==> config.mk <==
export PLATFORM = sky130hd
export DESIGN_NAME = frame_max_tracker
export DESIGN_NICKNAME = d
export VERILOG_FILES = /design/src/rtl/frame_max_tracker.sv
export SDC_FILE = /design/constraint.sdc
export NUM_CORES = 1
export LEC_CHECK = 0
export CAP_MARGIN = 30
export CORE_MARGIN = 4
export CORE_UTILIZATION = 46
export CTS_CLUSTER_DIAMETER = 50
export DETAILED_ROUTE_END_ITERATION = 16
export GPL_TIMING_DRIVEN = 1
export HOLD_SLACK_MARGIN = 0.15
export PLACE_DENSITY = 0.78
export SLEW_MARGIN = 20
export SYNTH_ARGS = -nofsm -noshare
export SYNTH_HDL_FRONTEND = slang
export SYNTH_SLANG_ARGS = --single-unit
==> constraint.sdc <==
create_clock -name clock -period 2.85 [get_ports clock]
set_clock_uncertainty 0.15 [all_clocks]
set_input_delay 0.4275 -clock clock [delete_from_list [all_inputs] [get_ports clock]]
set_output_delay 0.4275 -clock clock [all_outputs]
set_load 0.01 [all_outputs]
==> src/rtl/frame_max_tracker.sv <==
// Aligns the address generator's enable/address with a synchronous memory's read latency,
// forwards samples as a valid/first/last stream and reports the signed maximum of each frame.
module frame_max_tracker #(
    parameter int DATA_W       = 16,
    parameter int ADDR_W       = 10,
    parameter int READ_LATENCY = 2
) (
    input  logic              clock,
    input  logic              reset,
    input  logic              en,
    input  logic [ADDR_W-1:0] address,
    input  logic [DATA_W-1:0] rd_data,
    output logic [DATA_W-1:0] data_out,
    output logic              data_valid,
    output logic              data_first,
    output logic              data_last,
    output logic [DATA_W-1:0] max_out,
    output logic              max_valid,
    output logic [15:0]       frame_count
);

    localparam logic signed [DATA_W-1:0] ACC_RESET = {1'b1, {(DATA_W-1){1'b0}}};

    // Each stage lives in its own generate scope so every register has exactly one driver.
    genvar gi;
    generate
        for (gi = 0; gi < READ_LATENCY; gi++) begin : g_stage
            logic              valid_reg;
            logic [ADDR_W-1:0] addr_reg;
            if (gi == 0) begin : g_head
                always_ff @(posedge clock or posedge reset) begin
                    if (reset) begin
                        valid_reg <= 1'b0;
                        addr_reg  <= '0;
                    end else begin
                        valid_reg <= en;
                        addr_reg  <= address;
                    end
                end
            end else begin : g_tail
                always_ff @(posedge clock or posedge reset) begin
                    if (reset) begin
                        valid_reg <= 1'b0;
                        addr_reg  <= '0;
                    end else begin
                        valid_reg <= g_stage[gi-1].valid_reg;
                        addr_reg  <= g_stage[gi-1].addr_reg;
                    end
                end
            end
        end
    endgenerate

    logic                     dv;
    logic [ADDR_W-1:0]        da;
    logic                     frame_start;
    logic                     frame_end;
    logic signed [DATA_W-1:0] sample;
    logic signed [DATA_W-1:0] acc_reg;
    logic signed [DATA_W-1:0] acc_next;

    assign dv          = g_stage[READ_LATENCY-1].valid_reg;
    assign da          = g_stage[READ_LATENCY-1].addr_reg;
    assign frame_start = (da == '0);
    assign frame_end   = (da == '1);
    assign sample      = $signed(rd_data);

    // Address 0 restarts the accumulator so a partial frame never leaks into the next one.
    always_comb begin
        acc_next = acc_reg;
        if (frame_start) begin
            acc_next = sample;
        end else if (sample > acc_reg) begin
            acc_next = sample;
        end
    end

    always_ff @(posedge clock or posedge reset) begin
        if (reset) begin
            data_out    <= '0;
            data_valid  <= 1'b0;
            data_first  <= 1'b0;
            data_last   <= 1'b0;
            acc_reg     <= ACC_RESET;
            max_out     <= '0;
            max_valid   <= 1'b0;
            frame_count <= '0;
        end else begin
            data_valid <= dv;
            data_first <= dv && frame_start;
            data_last  <= dv && frame_end;
            max_valid  <= dv && frame_end;
            if (dv) begin
                data_out <= rd_data;
                acc_reg  <= acc_next;
                if (frame_end) begin
                    max_out     <= acc_next;
                    frame_count <= frame_count + 16'd1;
                end
            end
        end
    end

endmodule

==> metrics.log, run 1 <==
[metrics] antenna violations before repair: 0
[metrics] layer carrying the most global-route usage: met2
[metrics] PD cells: 719 mW/mm^2
[metrics] compound-gate portion of the synthesized area: 4.44%
[metrics] clock root buffer master: sky130_fd_sc_hd__clkbuf_8
[metrics] TritonCTS sink count: 89
[metrics] required time at the endpoint of the critical path: 2.94 ns
[metrics] TritonCTS clock tree: built
[metrics] beginning of the worst hold path: g_stage[0].valid_reg$_DFF_PP0_
[metrics] dpl hpwl: 5340 um
[metrics] largest fanout on the critical path: 7
[metrics] cell-by-cell trace of the critical path: inv_2, ha_4, nand4_1, or4_4, o211ai_1, o221a_1, nand2b_4, buf_12, mux2_4
[metrics] post-DR wirelength/cell: 15.0 um
[metrics] post-synthesis cell type count: 38
[metrics] Max Freq: 0.353 GHz
[metrics] top flip-flop cell by instance count after synthesis: sky130_fd_sc_hd__dfrtp_1
[metrics] summed area of non-filler cells in the final layout: 0.00519 sq mm
[metrics] nature of the critical path endpoint: flip-flop
[metrics] static leakage: 2.44 nW
[metrics] Num CTS Buffers: 9
[metrics] capture instance of the worst register-to-register path: acc_reg[0]$_DFFE_PP0P_
[metrics] most instantiated library cell after synthesis: sky130_fd_sc_hd__dfrtp_1
[metrics] combinational family with the most area after synthesis: multiplexers
[metrics] outcome: complete, no violations
[metrics] Final Cycle Share: 99.3%
[metrics] grt met2 use: 26.1%
[metrics] post-synthesis async set-or-reset flop share: 100%
[metrics] Fill cells: 614
[metrics] number of vias in the routed layout: 2564
[metrics] net count of the finished layout: 453
[metrics] ranking of synthesized cells by instance count: 88 x sky130_fd_sc_hd__dfrtp_1, 27 x sky130_fd_sc_hd__nand2_1, 22 x sky130_fd_sc_hd__mux2_2
[metrics] met3 track utilization from global routing: 3.47%
[metrics] Cell Area, Placed: 0.00489 sq mm
[metrics] Final Routed Wirelength: 7720 um
[metrics] Post-Synth Adder-Cell Area: 5.59%
[metrics] Hold Crit Depth: 0
[metrics] routing usage on met1: 21.3%
[metrics] global-route wire length before repair: 12700 um
[metrics] layout overhead on the synthesized area: 36.4%
[metrics] total nets after synthesis: 344
[metrics] number of enable-type register cells in the synthesized netlist: 0
[metrics] die area: 0.00980 sq mm
[metrics] count of mapped cells out of synthesis: 298
[metrics] Multi-input gate area: 0.00148 sq mm
[metrics] core utilization of the finished layout: 65.8%
[metrics] fin. max-slew vios: 0
[metrics] footprint of the flip-flops and latches: 0.00223 sq mm
[metrics] minimum clock period after layout: 2.83 ns
[metrics] buffers plus inverters on the worst setup path: 2
[metrics] global route total overflow: 0
[metrics] portion of synthesized cell area occupied by the leading cell type: 57.8%
[metrics] Avg Synthesized Cell Area: 12.8 sq um
[metrics] cell at the slowest stage of the critical path: sky130_fd_sc_hd__or4_4
[metrics] slack of the worst reg-to-reg path: 0.02 ns
[metrics] Antenna Diode Count: 0
[metrics] Crit Reg-Reg Startpoint: acc_reg[15]$_DFFE_PP1P_
[metrics] setup TNS: 0 ns
[metrics] type of the worst setup path: flip-flop to flip-flop
[metrics] top cells by area, synth: sky130_fd_sc_hd__dfrtp_1 58%, sky130_fd_sc_hd__mux2_2 6.5%, sky130_fd_sc_hd__ha_1 5.6%
[metrics] pin count of the biggest net entering global routing: 90
[metrics] synthesized-area fraction occupied by xor and xnor cells: 3.45%
[metrics] number of storage elements in the synthesis netlist: 89
[metrics] simple logic cell fraction of the synthesized area: 9.27%
[metrics] via count of the first global-routing pass: 2557
[metrics] Skew-Pair Late Insertion Delay: 0.36 ns
[metrics] sequential cell area fraction in the yosys report: 58.5%
[metrics] signal arrival time at the worst endpoint: 2.92 ns
[metrics] Synth Warn #: 0
[metrics] hold buffer count at CTS: 0
[metrics] overall track demand over capacity in global routing: 16.4%
[metrics] starting density of the core: 48.3%
[metrics] Antenna Nets Post-Route: 0
[metrics] non-filler cells, final: 514
[metrics] drt first pass iters: 4
[metrics] maxcap violations: 0
[metrics] synthesized cell area: 0.00381 sq mm
[metrics] FF-to-FF path depth: 9
[metrics] share of post-route cells with drive strength above 1: 21.4%
[metrics] endpoints failing hold: 0
[metrics] die extent in y: 99.0 um
[metrics] Worst Max-Slew Pin Slew: 0.461 ns
[metrics] Placer Congestion: 0.812
[metrics] maximum resistive drop on vdd: 0.000429 V
[metrics] CTS H-tree depth: 3
[metrics] Max-slew headroom: 69.3%
[metrics] setup repair after global routing missed its margin: yes
[metrics] top cell family by delay on the critical path: simple AND/OR/NAND/NOR gates
[metrics] Endpoint, Worst Hold: dv$_DFF_PP0_
[metrics] Starting DRT DRC Count: 42
[metrics] clock tree buffer depth: 2
[metrics] number of failing setup endpoints in the final timing report: 0
[metrics] post-synthesis mux area share: 14.7%
[metrics] Top-Level Pins: 81
[metrics] Remaining DRCs: 0
[metrics] CORE AREA: 0.00789 sq mm
[metrics] clock transition time at the flip-flop clock pins of the worst setup and hold paths: 0.10 ns
[metrics] library cell occupying the most area in the post-synthesis netlist: sky130_fd_sc_hd__dfrtp_1
[metrics] horizontal die dimension: 99.0 um
[metrics] count of standard-cell rows: 32
[metrics] Hold Worst Slack: 0.197 ns
[metrics] Port-buffer cells: 80
[metrics] detail-routed via count per cell: 4.99
[metrics] longest individual stage delay on the worst path: 0.59 ns
[metrics] Min-Delay Path Class: flip-flop to flip-flop
[metrics] cell count after placement: 495
[metrics] Worst Setup Start Kind: flip-flop
-- per-stage QoR --
step | setup WS, ns | total power [mW]
2_1_floorplan | 0.0834 | 2.38
3_3_place_gp | -0.282 | 2.71
3_5_place_dp | -0.377 | 2.75
4_1_cts | 0.00493 | 3.66
5_1_grt | -0.141 | 3.97
6_report | 0.0191 | 3.74
-- metal layers --
| metal | share of wire, % | wire (um) | vias to the layer above |
|---|---|---|---|
| met2 | 50 | 3820 | 57 |
| li1 | - | - | 1240 |
| met1 | 44 | 3370 | 1254 |
| met4 | 2.3 | 174 | 0 |
| met5 | 0 | 0 | - |
| met3 | 4.5 | 350 | 13 |
-- area by class of cell --
class,instances,share of cell area (%)
clock buffers,10,2.65
inverters,22,1.66
flip-flops and latches,89,42.9
clock inverters,6,1.42
repair buffers,108,20.4
multi-input cells,177,28.5
well taps,102,2.46
-- power breakdown --
part | switching [mW] | internal (mW) | leakage (nW)
Clock | 0.464 | 0.440 | 0.107
Sequential | 0.125 | 1.43 | 1.04
Combinational | 0.530 | 0.745 | 1.30
Total | 1.12 | 2.62 | 2.44
-- kinds of logic (layout without fill, tap and decap cells) --
group | Yosys count | count (layout)
AND/OR/NAND/NOR | 67 | 67
flip-flops | 89 | 89
AO/OA/AOI/OAI | 30 | 30
buffers and inverters | 32 | 146
adder cells (fa/ha/maj) | 17 | 17
multiplexers | 48 | 48
XOR/XNOR | 15 | 15
-- layout by cell type (no fill, tap or decap), types with 3 or more instances in the layout --
cell / n
sky130_fd_sc_hd__mux2_4: 16
sky130_fd_sc_hd__inv_1: 19
sky130_fd_sc_hd__clkbuf_8: 10
sky130_fd_sc_hd__buf_12: 3
sky130_fd_sc_hd__buf_4: 25
sky130_fd_sc_hd__dlymetal6s2s_1: 5
sky130_fd_sc_hd__xor2_1: 5
sky130_fd_sc_hd__mux2i_1: 16
sky130_fd_sc_hd__a21oi_1: 8
sky130_fd_sc_hd__nand4_1: 12
sky130_fd_sc_hd__clkinv_4: 3
sky130_fd_sc_hd__xnor2_1: 10
sky130_fd_sc_hd__dfrtp_1: 88
sky130_fd_sc_hd__o21ai_0: 16
sky130_fd_sc_hd__nand2_1: 27
sky130_fd_sc_hd__mux2_2: 16
sky130_fd_sc_hd__nor2_1: 8
sky130_fd_sc_hd__clkdlybuf4s50_1: 75
sky130_fd_sc_hd__nor3_1: 4
sky130_fd_sc_hd__nand3_1: 3
sky130_fd_sc_hd__ha_1: 15
-- worst max-delay path by stage --
stage	start	end	depth (start not counted)	slack (ns)
finish	acc_reg[15]$_DFFE_PP1P_	acc_reg[0]$_DFFE_PP0P_	9	0.02
CTS	rd_data[0]	acc_reg[3]$_DFFE_PP0P_	10	0.005
global placement	rd_data[0]	acc_reg[1]$_DFFE_PP0P_	10	-0.28
floorplan	acc_reg[15]$_DFFE_PP1P_	acc_reg[10]$_DFFE_PP0P_	11	0.08
detailed placement	rd_data[0]	acc_reg[5]$_DFFE_PP0P_	10	-0.38
global route	acc_reg[15]$_DFFE_PP1P_	acc_reg[0]$_DFFE_PP0P_	9	-0.14
-- timing repair --
action | in CTS | in global routing
gates resized for setup | 0 | 17
setup endpoints to repair | 0 | 32
buffers inserted | 0 | 3
Note: power is estimated with default switching activity, not from simulation.
==> run 2, diff against run 1 <==
GPL_ROUTABILITY_DRIVEN = 1   (was default)
RECOVER_POWER = 50   (was default)
==> run 2 against run 1 <==
Setup slack about the same; total power decreased by 0.16%; clock-buffer cell count unchanged; cell area decreased by 0.24%; hold slack unchanged; first-iteration DRC count unchanged; die area unchanged; non-clock buffer count unchanged; clock power about the same; combinational power about the same.
==> metrics.log, run 2 (synthesis gave the netlist of run 1 again) <==
[metrics] outcome: complete, no violations (unchanged)
[metrics] Cell Area, Placed: 0.00489 sq mm (unchanged)
[metrics] leading cell type in the layout, fill and taps excluded: sky130_fd_sc_hd__dfrtp_1 (unchanged)
[metrics] count of standard-cell rows: 32 (unchanged)
[metrics] share of total power in the clock network: 24.2% (about the same)
[metrics] signal arrival time at the worst endpoint: 2.92 ns (about the same)
[metrics] capture instance of the worst register-to-register path: acc_reg[0]$_DFFE_PP0P_ (unchanged)
[metrics] Placement Setup Slack: -0.377 ns (unchanged)
[metrics] Placer Congestion: 0.812 (unchanged)
[metrics] source of the critical timing path: acc_reg[15]$_DFFE_PP1P_ (unchanged)
[metrics] TritonCTS sink count: 89 (unchanged)
[metrics] Num CTS Buffers: 9 (unchanged)
[metrics] core utilization of the finished layout: 65.7% (was 65.8%)
[metrics] Min-Delay Path Class: flip-flop to flip-flop (unchanged)
[metrics] die extent in y: 99.0 um (unchanged)
[metrics] Crit Reg-Reg Startpoint: acc_reg[15]$_DFFE_PP1P_ (unchanged)
[metrics] cell at the slowest stage of the critical path: sky130_fd_sc_hd__or4_4 (unchanged)
[metrics] Worst Setup Start Kind: flip-flop (unchanged)
[metrics] endpoints failing hold: 0 (unchanged)
[metrics] Hold Worst Slack: 0.197 ns (unchanged)
[metrics] Antenna Diode Count: 0 (unchanged)
[metrics] horizontal die dimension: 99.0 um (unchanged)
[metrics] routed length on met3: 350 um (unchanged)
[metrics] longest individual stage delay on the worst path: 0.59 ns (about the same)
[metrics] setup repair after global routing missed its margin: yes (unchanged)
[metrics] drt first pass iters: 4 (unchanged)
[metrics] Worst Max-Slew Pin Slew: 1.18 ns (was 0.461 ns)
[metrics] via count of the first global-routing pass: 2557 (unchanged)
[metrics] Max-slew headroom: 21.4% (was 69.3%)
[metrics] Final Routed Wirelength: 7710 um (was 7720 um)
[metrics] summed area of non-filler cells in the final layout: 0.00518 sq mm (was 0.00519 sq mm)
[metrics] Port-buffer cells: 80 (unchanged)
[metrics] number of vias in the routed layout: 2565 (was 2564)
[metrics] CTS H-tree depth: 3 (unchanged)
[metrics] antenna violations before repair: 0 (unchanged)
[metrics] share of post-route cells with drive strength above 1: 21.4% (unchanged)
[metrics] overall track demand over capacity in global routing: 16.4% (unchanged)
[metrics] most frequent cells in the layout: 88 x sky130_fd_sc_hd__dfrtp_1, 63 x sky130_fd_sc_hd__clkdlybuf4s50_1, 27 x sky130_fd_sc_hd__nand2_1 (was 88 x sky130_fd_sc_hd__dfrtp_1, 75 x sky130_fd_sc_hd__clkdlybuf4s50_1, 27 x sky130_fd_sc_hd__nand2_1)
[metrics] largest fanout on the critical path: 7 (unchanged)
[metrics] global-route wire length before repair: 12700 um (unchanged)
[metrics] wire length on met1: 3370 um (about the same)
[metrics] Hold Crit Depth: 0 (unchanged)
[metrics] type of the worst setup path: flip-flop to flip-flop (unchanged)
[metrics] fin. max-slew vios: 0 (unchanged)
[metrics] net switching component of the power: 1.12 mW (about the same)
[metrics] clock root buffer master: sky130_fd_sc_hd__clkbuf_8 (unchanged)
[metrics] net count of the finished layout: 453 (unchanged)
[metrics] Skew-Pair Late Insertion Delay: 0.36 ns (about the same)
[metrics] minimum clock period after layout: 2.83 ns (about the same)
[metrics] CORE AREA: 0.00789 sq mm (unchanged)
[metrics] PD cells: 720 mW/mm^2 (was 719 mW/mm^2)
[metrics] dpl hpwl: 5340 um (unchanged)
[metrics] top layer reached by signal wires: met4 (unchanged)
[metrics] share of power burned in combinational logic: 34.0% (was 34.1%)
[metrics] detail-routed via count per cell: 4.99 (about the same)
[metrics] post-DR wirelength/cell: 15.0 um (about the same)
[metrics] FF-to-FF path depth: 9 (unchanged)
[metrics] layout overhead on the synthesized area: 36.1% (was 36.4%)
[metrics] wire length on met2: 3820 um (about the same)
[metrics] cell internal power dissipation: 2.61 mW (was 2.62 mW)
[metrics] TritonCTS clock tree: built (unchanged)
[metrics] required time at the endpoint of the critical path: 2.94 ns (about the same)
[metrics] number of failing setup endpoints in the final timing report: 0 (unchanged)
[metrics] die area: 0.00980 sq mm (unchanged)
[metrics] clock tree buffer depth: 2 (unchanged)
[metrics] nature of the critical path endpoint: flip-flop (unchanged)
[metrics] Starting DRT DRC Count: 42 (unchanged)
[metrics] Endpoint, Worst Hold: dv$_DFF_PP0_ (unchanged)
[metrics] maxcap violations: 0 (unchanged)
[metrics] setup TNS: 0 ns (unchanged)
[metrics] Top-Level Pins: 81 (unchanged)
[metrics] clock transition time at the flip-flop clock pins of the worst setup and hold paths: 0.10 ns (about the same)
[metrics] Antenna Nets Post-Route: 0 (unchanged)
[metrics] slack of the worst reg-to-reg path: 0.02 ns (about the same)
[metrics] starting density of the core: 48.3% (unchanged)
[metrics] Max Freq: 0.353 GHz (unchanged)
[metrics] Remaining DRCs: 0 (unchanged)
[metrics] beginning of the worst hold path: g_stage[0].valid_reg$_DFF_PP0_ (unchanged)
[metrics] Final Cycle Share: 99.3% (about the same)
[metrics] share of power burned in registers: 41.7% (about the same)
[metrics] pin count of the biggest net entering global routing: 90 (unchanged)
[metrics] switching share of power: 30.0% (about the same)
[metrics] final setup slack of the worst path: 0.0191 ns (about the same)
[metrics] cell-by-cell trace of the critical path: inv_2, ha_4, nand4_1, or4_4, o211ai_1, o221a_1, nand2b_4, buf_12, mux2_4 (unchanged)
[metrics] maximum resistive drop on vdd: 0.000428 V (was 0.000429 V)
[metrics] global route total overflow: 0 (unchanged)
[metrics] static leakage: 2.44 nW (about the same)
run 2: cell types whose count changed in the layout (fill, tap and decap cells not counted):
cell,before,now
sky130_fd_sc_hd__buf_12,3,2
sky130_fd_sc_hd__clkbuf_4,0,1
sky130_fd_sc_hd__clkdlybuf4s50_1,75,63
sky130_fd_sc_hd__dlygate4sd3_1,0,12
run 2: metrics by stage:
step,power [mW],instances
floorplan,2.38,298
detailed placement,2.75,495
global placement,2.71,495
CTS,3.66,511
finish,3.73,514
global route,3.96,514
run 2: per-layer routing:
layer | track usage (%) | vias to the layer above
met5 | 0 | -
met4 | 8.19 | 0
met3 | 3.47 | 13
met2 | 26.1 | 57
met1 | 21.3 | 1255
li1 | - | 1240
run 2: worst max path at each step:
stage / to / slack [ns] / depth (start not counted)
2_1_floorplan: acc_reg[10]$_DFFE_PP0P_ / 0.08 / 11
3_3_place_gp: acc_reg[1]$_DFFE_PP0P_ / -0.28 / 10
3_5_place_dp: acc_reg[5]$_DFFE_PP0P_ / -0.38 / 10
4_1_cts: acc_reg[3]$_DFFE_PP0P_ / 0.005 / 10
5_1_grt: acc_reg[0]$_DFFE_PP0P_ / -0.14 / 9
6_report: acc_reg[0]$_DFFE_PP0P_ / 0.02 / 9
run 2: timing repair:
action                                  4_1_cts  5_1_grt
endpoints found under the setup margin        0       32
setup buffers                                 0        3
hold buffers                                  0        0
resized for setup                             0       17
run 2: power groups by stage:
stage               Sequential, mW  Clock (mW)  Combinational (mW)
finish                        1.56       0.904                1.27
global route                  1.58       0.981                1.40
CTS                           1.55       0.922                1.19
detailed placement            1.57           0                1.17
global placement              1.56           0                1.15
floorplan                     1.55           0               0.823
run 2: layout make-up:
cell class / count / area (sq um)
multi-input cells: 177 / 1480
fillers: 616 / 2710
clock inverters: 6 / 73.8
flip-flops and latches: 89 / 2230
clock buffers: 10 / 138
inverters: 22 / 86.3
repair buffers: 108 / 1050
well taps: 102 / 128
run 2: critical path, delay by kind of cell (launching register included):
family | cells | cell delay (ns)
flops | 1 | 0.55
compound gates | 2 | 0.35
buf+inv | 2 | 0.19
simple gates | 3 | 0.93
fa+ha+maj | 1 | 0.25
mux | 1 | 0.30
